===== config.mk =====
export PLATFORM = sky130hd
export DESIGN_NAME = icache_line_filler_flat
export DESIGN_NICKNAME = d
export VERILOG_FILES = /design/src/rtl/icache_line_filler_if.sv /design/src/rtl/icache_line_filler.sv /design/src/flat_wrapper.sv
export SDC_FILE = /design/constraint.sdc
export NUM_CORES = 1
export LEC_CHECK = 0
export CELL_PAD_IN_SITES_DETAIL_PLACEMENT = 0
export CELL_PAD_IN_SITES_GLOBAL_PLACEMENT = 1
export CORE_AREA = 5 5 435 437
export DETAILED_ROUTE_END_ITERATION = 10
export DIE_AREA = 0 0 440 442
export GPL_TIMING_DRIVEN = 0
export HOLD_SLACK_MARGIN = 0.06
export PLACE_DENSITY_LB_ADDON = 0.1
export SKIP_CTS_REPAIR_TIMING = 1
export SYNTH_ARGS = -nofsm -noshare
export SYNTH_HDL_FRONTEND = slang
export SYNTH_SLANG_ARGS = --single-unit

===== constraint.sdc =====
create_clock -name clk_i -period 2.51 [get_ports clk_i]
set_input_delay 0.251 -clock clk_i [delete_from_list [all_inputs] [get_ports clk_i]]
set_output_delay 0.251 -clock clk_i [all_outputs]
set_load 0.01 [all_outputs]

===== src/rtl/icache_line_filler_if.sv =====
// Refill-path bundle: I-cache request/line return plus the AXI-style read channels.
// Latency: none (wires only).
// Backpressure: AR uses ar_vld/ar_rdy, R uses r_vld/r_rdy; the cache side has none.
interface icache_line_filler_if #(
  parameter int DATA_WIDTH = 32,
  parameter int ADDR_WIDTH = 32,
  parameter int BLOCK_SIZE = 32
);
  localparam int OFFSET_WIDTH = $clog2(DATA_WIDTH * BLOCK_SIZE / 8);
  localparam int CACHE_WIDTH  = BLOCK_SIZE * DATA_WIDTH;
  localparam int LINE_AW      = ADDR_WIDTH - OFFSET_WIDTH;

  // cache side
  logic [LINE_AW-1:0]     req_addr;
  logic                   req_vld;
  logic [CACHE_WIDTH-1:0] line_dat;
  logic                   line_vld;
  logic                   busy;
  logic                   refill_err;
  // memory read-address channel
  logic [ADDR_WIDTH-1:0]  ar_addr;
  logic [7:0]             ar_len;
  logic                   ar_vld;
  logic                   ar_rdy;
  // memory read-data channel
  logic [DATA_WIDTH-1:0]  r_dat;
  logic [1:0]             r_resp;
  logic                   r_last;
  logic                   r_vld;
  logic                   r_rdy;

  // filler side: masters the memory bus, serves the cache
  modport master (
    input  req_addr, req_vld, ar_rdy, r_dat, r_resp, r_last, r_vld,
    output line_dat, line_vld, busy, refill_err, ar_addr, ar_len, ar_vld, r_rdy
  );

  // environment side: cache plus memory
  modport slave (
    output req_addr, req_vld, ar_rdy, r_dat, r_resp, r_last, r_vld,
    input  line_dat, line_vld, busy, refill_err, ar_addr, ar_len, ar_vld, r_rdy
  );
endinterface


===== src/rtl/icache_line_filler.sv =====
// I-cache refill engine: one read burst per miss, beats packed into a line, word 0 in the LSBs.
// Latency: request at N -> ar_vld at N+1 -> line_vld at N+2+BLOCK_SIZE with no stalls.
// Backpressure: holds AR until ar_rdy; r_rdy high throughout the burst; one refill in flight.
module icache_line_filler #(
  parameter int DATA_WIDTH = 32,
  parameter int ADDR_WIDTH = 32,
  parameter int BLOCK_SIZE = 32
) (
  input  logic                  clk_i,
  input  logic                  rst_ni,
  icache_line_filler_if.master  bus_io
);

  localparam int OFFSET_WIDTH = $clog2(DATA_WIDTH * BLOCK_SIZE / 8);
  localparam int CACHE_WIDTH  = BLOCK_SIZE * DATA_WIDTH;
  localparam int LINE_AW      = ADDR_WIDTH - OFFSET_WIDTH;
  // one extra bit so the counter reaches BLOCK_SIZE without wrapping
  localparam int CNT_W        = $clog2(BLOCK_SIZE) + 1;
  localparam logic [CNT_W-1:0] BLK_CNT  = CNT_W'(BLOCK_SIZE);
  localparam logic [CNT_W-1:0] LAST_CNT = CNT_W'(BLOCK_SIZE - 1);

  typedef enum logic [1:0] {
    IDLE  = 2'd0,
    REQ   = 2'd1,
    BEATS = 2'd2,
    DONE  = 2'd3
  } state_t;

  state_t                 state_q, state_d;
  logic [LINE_AW-1:0]     addr_q,  addr_d;
  logic [CACHE_WIDTH-1:0] line_q,  line_d;
  logic [CNT_W-1:0]       cnt_q,   cnt_d;
  logic                   err_q,   err_d;

  // State and datapath registers; reset clears the line so nothing stale is visible.
  always_ff @(posedge clk_i or negedge rst_ni) begin
    if (!rst_ni) begin
      state_q <= IDLE;
      addr_q  <= '0;
      line_q  <= '0;
      cnt_q   <= '0;
      err_q   <= 1'b0;
    end else begin
      state_q <= state_d;
      addr_q  <= addr_d;
      line_q  <= line_d;
      cnt_q   <= cnt_d;
      err_q   <= err_d;
    end
  end

  // Next-state and beat assembly; extra beats and short bursts both mark the line bad.
  always_comb begin
    state_d = state_q;
    addr_d  = addr_q;
    line_d  = line_q;
    cnt_d   = cnt_q;
    err_d   = err_q;
    case (state_q)
      IDLE: begin
        if (bus_io.req_vld) begin
          addr_d  = bus_io.req_addr;
          line_d  = '0;
          cnt_d   = '0;
          err_d   = 1'b0;
          state_d = REQ;
        end
      end
      REQ: begin
        if (bus_io.ar_rdy) begin
          state_d = BEATS;
        end
      end
      BEATS: begin
        if (bus_io.r_vld) begin
          if (cnt_q < BLK_CNT) begin
            for (int w = 0; w < BLOCK_SIZE; w++) begin
              if (cnt_q == CNT_W'(w)) begin
                line_d[w*DATA_WIDTH +: DATA_WIDTH] = bus_io.r_dat;
              end
            end
            cnt_d = cnt_q + CNT_W'(1);
          end else begin
            err_d = 1'b1;
          end
          if (bus_io.r_resp != 2'b00) begin
            err_d = 1'b1;
          end
          if (bus_io.r_last) begin
            // cnt_q counts beats before this one, so a full burst ends at BLOCK_SIZE-1
            if (cnt_q < LAST_CNT) begin
              err_d = 1'b1;
            end
            state_d = DONE;
          end
        end
      end
      DONE: begin
        state_d = IDLE;
      end
      default: begin
        state_d = IDLE;
      end
    endcase
  end

  // Outputs decoded from state; AR fields read as zero outside REQ.
  always_comb begin
    bus_io.ar_vld     = 1'b0;
    bus_io.ar_addr    = '0;
    bus_io.ar_len     = 8'd0;
    bus_io.r_rdy      = 1'b0;
    bus_io.line_vld   = 1'b0;
    bus_io.refill_err = 1'b0;
    bus_io.busy       = (state_q != IDLE);
    bus_io.line_dat   = line_q;
    case (state_q)
      REQ: begin
        bus_io.ar_vld  = 1'b1;
        bus_io.ar_addr = {addr_q, {OFFSET_WIDTH{1'b0}}};
        bus_io.ar_len  = 8'(BLOCK_SIZE - 1);
      end
      BEATS: begin
        bus_io.r_rdy = 1'b1;
      end
      DONE: begin
        bus_io.line_vld   = 1'b1;
        bus_io.refill_err = err_q;
      end
      default: begin
      end
    endcase
  end

endmodule


===== src/flat_wrapper.sv =====
// flat-port wrapper written by rule: the top's interface ports become plain ports
module icache_line_filler_flat 
#(
  parameter int DATA_WIDTH = 32,
  parameter int ADDR_WIDTH = 32,
  parameter int BLOCK_SIZE = 32
)
  (clk_i, rst_ni, bus_io_req_addr, bus_io_req_vld, bus_io_ar_rdy, bus_io_r_dat, bus_io_r_resp, bus_io_r_last, bus_io_r_vld, bus_io_line_dat, bus_io_line_vld, bus_io_busy, bus_io_refill_err, bus_io_ar_addr, bus_io_ar_len, bus_io_ar_vld, bus_io_r_rdy);
  icache_line_filler_if #(.DATA_WIDTH(DATA_WIDTH), .ADDR_WIDTH(ADDR_WIDTH), .BLOCK_SIZE(BLOCK_SIZE)) bus_io_i ();
  input  logic clk_i;
  input  logic rst_ni;
  input wire logic [$bits(bus_io_i.req_addr)-1:0] bus_io_req_addr;
  input wire logic [$bits(bus_io_i.req_vld)-1:0] bus_io_req_vld;
  input wire logic [$bits(bus_io_i.ar_rdy)-1:0] bus_io_ar_rdy;
  input wire logic [$bits(bus_io_i.r_dat)-1:0] bus_io_r_dat;
  input wire logic [$bits(bus_io_i.r_resp)-1:0] bus_io_r_resp;
  input wire logic [$bits(bus_io_i.r_last)-1:0] bus_io_r_last;
  input wire logic [$bits(bus_io_i.r_vld)-1:0] bus_io_r_vld;
  output wire logic [$bits(bus_io_i.line_dat)-1:0] bus_io_line_dat;
  output wire logic [$bits(bus_io_i.line_vld)-1:0] bus_io_line_vld;
  output wire logic [$bits(bus_io_i.busy)-1:0] bus_io_busy;
  output wire logic [$bits(bus_io_i.refill_err)-1:0] bus_io_refill_err;
  output wire logic [$bits(bus_io_i.ar_addr)-1:0] bus_io_ar_addr;
  output wire logic [$bits(bus_io_i.ar_len)-1:0] bus_io_ar_len;
  output wire logic [$bits(bus_io_i.ar_vld)-1:0] bus_io_ar_vld;
  output wire logic [$bits(bus_io_i.r_rdy)-1:0] bus_io_r_rdy;
  assign bus_io_i.req_addr = bus_io_req_addr;
  assign bus_io_i.req_vld = bus_io_req_vld;
  assign bus_io_i.ar_rdy = bus_io_ar_rdy;
  assign bus_io_i.r_dat = bus_io_r_dat;
  assign bus_io_i.r_resp = bus_io_r_resp;
  assign bus_io_i.r_last = bus_io_r_last;
  assign bus_io_i.r_vld = bus_io_r_vld;
  assign bus_io_line_dat = bus_io_i.line_dat;
  assign bus_io_line_vld = bus_io_i.line_vld;
  assign bus_io_busy = bus_io_i.busy;
  assign bus_io_refill_err = bus_io_i.refill_err;
  assign bus_io_ar_addr = bus_io_i.ar_addr;
  assign bus_io_ar_len = bus_io_i.ar_len;
  assign bus_io_ar_vld = bus_io_i.ar_vld;
  assign bus_io_r_rdy = bus_io_i.r_rdy;
  icache_line_filler #(.DATA_WIDTH(DATA_WIDTH), .ADDR_WIDTH(ADDR_WIDTH), .BLOCK_SIZE(BLOCK_SIZE)) u_core (.clk_i(clk_i), .rst_ni(rst_ni), .bus_io(bus_io_i));
endmodule

==> flow_metrics.env, run 1 <==
export IMPL_cts_buffers=138
export IMPL_rsz0062_at_grt="true"
export IMPL_place_hpwl_um=175000
export IMPL_critPathLaunch="u_core.state_q[0]"
export IMPL_final_cells=7610
export IMPL_synth_xor_area_frac=0.000202
export IMPL_wl_per_cell_um=31.2
export IMPL_rrSetupSlack_ps=-150
export IMPL_drt_iter0_drc=1989
export IMPL_totalWireLength_um=238000
export IMPL_post_route_drc_count=0
export IMPL_antenna_found_initial=33
export IMPL_cts_path_max_buffers=3
export IMPL_worstSetupEndpoint="u_core.bus_io.line_dat[343]"
export IMPL_timing_setup_tns_ps=-17740
export IMPL_seqCellArea_um2=26500
export IMPL_yosys_warnings=0
export IMPL_netlist_instances=3668
export IMPL_cp_start_kind="flop"
export IMPL_initial_utilization=0.235
export IMPL_synth_compound_area_frac=0.0337
export IMPL_yosysUniqueCellTypes=42
export IMPL_reg2regPathDepth=7
export IMPL_place_gp_congestion=0.790
export IMPL_die_area_um2=194000
export IMPL_status="finished with violations"
export IMPL_placed_area_um2=58000
export IMPL_worstMarginPinSlew_ps=998
export IMPL_slew_viol_final=0
export IMPL_yosys_area_share_simple=0.0989
export IMPL_reg2reg_from="u_core.state_q[0]"
export IMPL_min_period_ps=2660
export IMPL_dr_pass1_iters=7
export IMPL_worst_slack_ps=-146
export IMPL_critPathCaptureType="flop"
export IMPL_criticalPathCategory="reg -> reg"
export IMPL_maxCapViolCount=0
export IMPL_hold_viol=299
export IMPL_grt_usage=0.236
export IMPL_fillers=18834
export IMPL_grt_max_degree=146
export IMPL_r2r_end="u_core.bus_io.line_dat[343]"
export IMPL_hold_class="in -> async"
export IMPL_die_h_um=442
export IMPL_ys_seq_area_frac=0.611
export IMPL_num_vias=34010
export IMPL_layout_nets=5084
export IMPL_h_tree_depth=4
export IMPL_place_inst=7291
export IMPL_finalCritPeriodShare=1.06
export IMPL_clock_latency_ps=790
export IMPL_ys_seq_elements=1058
export IMPL_grt_pass1_vias=34802
export IMPL_slew_headroom=0.335
export IMPL_core_rowCount=158
export IMPL_final_antenna_net_count=0
export IMPL_final_setup_viol_count=319
export IMPL_ir_worst_vdd_uv=624
export IMPL_die_width_um=440
export IMPL_max_clock_freq_mhz=377
export IMPL_postSynthAreaPerCell_um2=11.8
export IMPL_cts_root_buf="clkbuf_16"
export IMPL_final_cell_area_um2=64200
export IMPL_fp_coreArea_um2=185000
export IMPL_viasPerCell=4.47
export IMPL_synthAdderAreaFrac=0.00260
export IMPL_synth_top_family_by_area="multiplexers"
export IMPL_holdWs_ps=-640
export IMPL_portBuffers=1123
export IMPL_violations="negative hold slack, negative setup slack"
export IMPL_syn_area_um2=43300
export IMPL_drive_above_1_share=0.129
export IMPL_p_leak_nw=28.4
export IMPL_synth_mux_area_frac=0.214
export IMPL_crit_arrival_ps=3260
export IMPL_grt_pass1_wl_um=318000
export IMPL_clock_sinks=1058
export IMPL_area_growth_pct=48.1
export IMPL_clk_pin_slew_ps=60
export IMPL_ioPinCount=1134
export IMPL_power_per_cell_area_nw_per_um2=845
export IMPL_critPathMaxFanout=10
export IMPL_multi_input_area_um2=15500
export IMPL_cts_tree="built"
export IMPL_finClkSkew_ps=20.2
export IMPL_required_ps=3120
export IMPL_grt_ovfl_total=0
==> worst min-delay path by stage <==
stage / start / endpoint / slack [ps]
finish: rst_ni / u_core.bus_io.line_dat[840] / -640
global route: rst_ni / u_core.bus_io.line_dat[168] / -670
CTS: rst_ni / u_core.bus_io.line_dat[196] / -720
detailed placement: rst_ni / u_core.bus_io.line_dat[840] / 160
global placement: u_core.addr_q[6] / u_core.addr_q[6] / 480
floorplan: rst_ni / u_core.addr_q[0] / -40
==> critical path, stage by stage, from the launching register on <==
cell and delay [ps]:
dfrtp_1 430, inv_2 80, ha_2 200, buf_6 140
clkbuf_2 280, nand2_2 440, clkbuf_1 700, o21ai_0 210
==> where the power goes <==
part           internal (mW)  switching [mW]  leakage, nW
Combinational           4.61            10.7         11.6
Sequential              18.3           0.706         14.7
Clock                   11.8            8.19         2.17
Total                   34.7            19.6         28.4
==> kinds of logic after synthesis <==
kind of cell,after synthesis
compound gates,237
xor+xnor,1
fa+ha+maj,9
buf+inv,372
flops,1058
mux,925
other cells,1
simple gates,1065
==> Yosys cell counts (all sizes together) <==
cell type	n	share of area
dfrtp	1058	0.61
nand2	945	0.082
mux2i	899	0.21
clkbuf	240	0.021
o21ai	129	0.015
buf	124	0.018
o211ai	97	0.017
nand3	47	0.0054
and2	27	0.0039
nor2	27	0.0045
mux2	26	0.0068
ha	9	0.0026
inv	8	0.00069
nor2b	5	0.00089
nand2b	4	0.00075
nor3	4	0.00046
or4	2	0.00035
a2111o	1	0.00026
a2111oi	1	0.00020
a211oi	1	0.00017
a21o	1	0.00017
a21oi	1	0.00012
a22oi	1	0.00017
a31oi	1	0.00014
and4	1	0.00020
conb	1	0.000087
nand4	1	0.00014
nor4	1	0.00029
o21ba	1	0.00023
o221a	1	0.00026
o22ai	1	0.00014
o31ai	1	0.00017
or2	1	0.00014
xnor2	1	0.00020
==> final cells by class <==
class,instances,share of cell area
antenna,16,0.000623
tap,2480,0.0483
multi-input combinational,2247,0.242
sequential,1058,0.412
clock buffer,220,0.0642
buffer,359,0.0352
clock inverter,24,0.00470
inverter,8,0.000526
timing repair buffer,1198,0.192
==> per-stage QoR <==
stage / total power, mW / utilization / setup WS (ps)
5_1_grt: 56.5 / 0.348 / -237
3_5_place_dp: 34.4 / 0.314 / -1440
3_3_place_gp: 34.2 / 0.313 / -53930
2_1_floorplan: 25.0 / - / 124
4_1_cts: 54.6 / 0.338 / -1450
6_report: 54.3 / 0.348 / -146
==> layout by cell type (no fill, tap or decap), drive strengths merged, types with 2 or more instances in the layout <==
cell,Yosys,final
clkdlybuf4s50,0,1091
dfrtp,1058,1058
nand2,945,945
mux2i,899,899
clkbuf,240,440
buf,124,203
o21ai,129,129
o211ai,97,97
nand3,47,47
dlymetal6s2s,0,28
and2,27,27
nor2,27,27
mux2,26,26
diode,0,16
inv,8,16
dlygate4sd3,0,15
conb,1,10
clkinv,0,10
ha,9,9
bufinv,0,5
nor2b,5,5
nor3,4,4
nand2b,4,4
or4,2,2
==> state kept, by name, indices dropped and copies added (netlist names) <==
signal	count
u_core.bus_io.line_dat	1024
u_core.addr_q	25
u_core.cnt_q	6
u_core.state_q	2
u_core.err_q	1
==> routing by layer <==
metal | vias to the layer above | global-route usage | wire, µm
met2 | 1059 | 0.407 | 119000
met3 | 300 | 0.0639 | 14800
met5 | - | 0 | 0
li1 | 14998 | - | -
met4 | 0 | 0.0906 | 8850
met1 | 17653 | 0.279 | 94600
(Power assumes the default switching activity.)
==> run 2, diff against run 1 <==
--- a/config.mk
+++ b/config.mk
@@ -12,7 +12,8 @@
 export DIE_AREA = 0 0 440 442
 export GPL_TIMING_DRIVEN = 0
 export HOLD_SLACK_MARGIN = 0.06
-export PLACE_DENSITY_LB_ADDON = 0.1
+export PLACE_DENSITY = 0.54
+export SETUP_SLACK_MARGIN = 0.2
 export SKIP_CTS_REPAIR_TIMING = 1
 export SYNTH_ARGS = -nofsm -noshare
 export SYNTH_HDL_FRONTEND = slang
==> constraint.sdc (replaced) <==
create_clock -name clk_i -period 3.3 [get_ports clk_i]
set_input_delay 0.33 -clock clk_i [delete_from_list [all_inputs] [get_ports clk_i]]
set_output_delay 0.33 -clock clk_i [all_outputs]
set_load 0.01 [all_outputs]
==> flow_metrics.env, run 2 (synthesized netlist as in run 1, its figures left out) <==
export IMPL_status="finished clean"
export IMPL_num_vias=34248
export IMPL_clk_pin_slew_ps=60
export IMPL_core_rowCount=158
export IMPL_ir_worst_vdd_uv=477
export IMPL_place_hpwl_um=175000
export IMPL_die_h_um=442
export IMPL_critPathCaptureType="flop"
export IMPL_hold_class="in -> reg"
export IMPL_slowest_delay_ps=710
export IMPL_slew_headroom=0.297
export IMPL_p_leak_nw=27.6
export IMPL_crit_top_cell="clkbuf_2"
export IMPL_cts_tree="built"
export IMPL_cts_path_max_buffers=3
export IMPL_final_cells=7570
export IMPL_rsz0062_at_grt="true"
export IMPL_portBuffers=1123
export IMPL_min_period_ps=2970
export IMPL_cp_cell_sequence="inv_1 -> ha_1 -> buf_2 -> clkbuf_2 -> clkbuf_2 -> nand2_2 -> clkbuf_1 -> mux2i_1"
export IMPL_final_setup_viol_count=0
export IMPL_hold_depth=2
export IMPL_finClkSkew_ps=25.9
export IMPL_place_gp_congestion=0.816
export IMPL_holdPathEnd="u_core.addr_q[5]"
export IMPL_ioPinCount=1134
export IMPL_final_antenna_net_count=0
export IMPL_rrSetupSlack_ps=330
export IMPL_reg2regPathDepth=8
export IMPL_place_inst=7290
export IMPL_crit_arrival_ps=3570
export IMPL_cp_start_kind="flop"
export IMPL_finalCritPeriodShare=0.899
export IMPL_post_route_drc_count=0
export IMPL_holdCritStartpoint="bus_io_req_addr[5]"
export IMPL_reg2reg_from="u_core.state_q[0]"
export IMPL_viasPerCell=4.52
export IMPL_required_ps=3900
export IMPL_initial_utilization=0.235
export IMPL_critPathSlowestCell="clkbuf_1"
export IMPL_cp_depth=8
export IMPL_mostFrequentLayoutCells="1122 x clkdlybuf4s50_1, 1058 x dfrtp_1, 920 x nand2_1, 899 x mux2i_1, 161 x clkbuf_1"
export IMPL_cts_buffers=135
export IMPL_grt_ovfl_total=0
export IMPL_drt_iter0_drc=2367
export IMPL_fillers=18742
export IMPL_worstMarginPinSlew_ps=1050
export IMPL_dr_pass1_iters=6
export IMPL_critical_path_top_delay_family="buffers and inverters"
export IMPL_clock_sinks=1058
export IMPL_h_tree_depth=4
export IMPL_die_area_um2=194000
export IMPL_power_per_cell_area_nw_per_um2=651
export IMPL_final_common_cell="clkdlybuf4s50_1"
export IMPL_layout_nets=5044
export IMPL_grt_max_degree=166
export IMPL_maxCapViolCount=0
export IMPL_critPathBufInv=5
export IMPL_hold_viol=0
export IMPL_antenna_found_initial=44
export IMPL_area_growth_pct=46.1
export IMPL_r2r_end="u_core.bus_io.line_dat[92]"
export IMPL_totalWireLength_um=238000
export IMPL_grt_pass1_wl_um=319000
export IMPL_slew_viol_final=0
export IMPL_drive_above_1_share=0.110
export IMPL_max_clock_freq_mhz=337
export IMPL_criticalPathCategory="reg -> reg"
export IMPL_cts_root_buf="clkbuf_16"
export IMPL_die_width_um=440
export IMPL_largest_register_ffs=1024
export IMPL_wl_per_cell_um=31.5
export IMPL_critPathMaxFanout=10
export IMPL_fp_coreArea_um2=185000
export IMPL_power_total_mw=41.2
export IMPL_grt_pass1_vias=34952
export IMPL_grt_usage=0.237
export IMPL_clock_latency_ps=790
==> run 2: per-stage QoR <==
step                       util  worst slack [ps]  TNS (ps)  instance area, µm²  hold slack [ps]
final                     0.343               334         0               63300              146
after global routing      0.343               133         0               63300             98.5
after CTS                 0.339             -1040   -476830               62500             -603
after detailed placement  0.314             -1020   -495720               58000              268
after global placement    0.313            -51790         -               57700              471
after floorplan               -               914         0               43400             34.4
==> run 2: worst register-to-register path, cell delays in order, from the launching register on <==
cell      delay (ps)
dfrtp_1          410
inv_1            110
ha_1             220
buf_2            180
clkbuf_2         260
clkbuf_2         320
nand2_2          390
clkbuf_1         730
mux2i_1          170
==> run 2: per-layer routing <==
layer  vias to the layer above  routed length, µm  GRT usage
met3                       302              16500     0.0675
li1                      14876                  -          -
met5                         -                 13          0
met1                     17847              94600      0.286
met4                         2               9030     0.0801
met2                      1221             118000      0.407
==> run 2: where the power goes <==
| part | internal (mW) | switching (mW) |
|---|---|---|
| Sequential | 13.9 | 0.577 |
| Clock | 9.07 | 6.23 |
| Combinational | 3.32 | 8.13 |
| Total | 26.3 | 14.9 |
==> run 2: worst max path at each step <==
| stage | start | endpoint | slack (ps) |
|---|---|---|---|
| after floorplan | u_core.state_q[0] | u_core.bus_io.line_dat[641] | 910 |
| after global placement | rst_ni | u_core.bus_io.line_dat[43] | -51790 |
| after detailed placement | u_core.state_q[0] | u_core.bus_io.line_dat[684] | -1020 |
| after CTS | u_core.state_q[0] | u_core.bus_io.line_dat[393] | -1040 |
| after global routing | u_core.cnt_q[0] | u_core.bus_io.line_dat[992] | 130 |
| final | u_core.state_q[0] | u_core.bus_io.line_dat[92] | 330 |
==> run 2: area by class of cell <==
type	count	area, µm²	share of cell area
Clock inverter	28	348	0.00549
Buffer	364	1870	0.0295
Tap cell	2480	3100	0.0490
Inverter	8	30.0	0.000474
Sequential cell	1058	26500	0.418
Antenna cell	14	35.0	0.000553
Multi-Input combinational cell	2247	15400	0.244
Clock buffer	215	4180	0.0659
Timing Repair Buffer	1156	11900	0.187
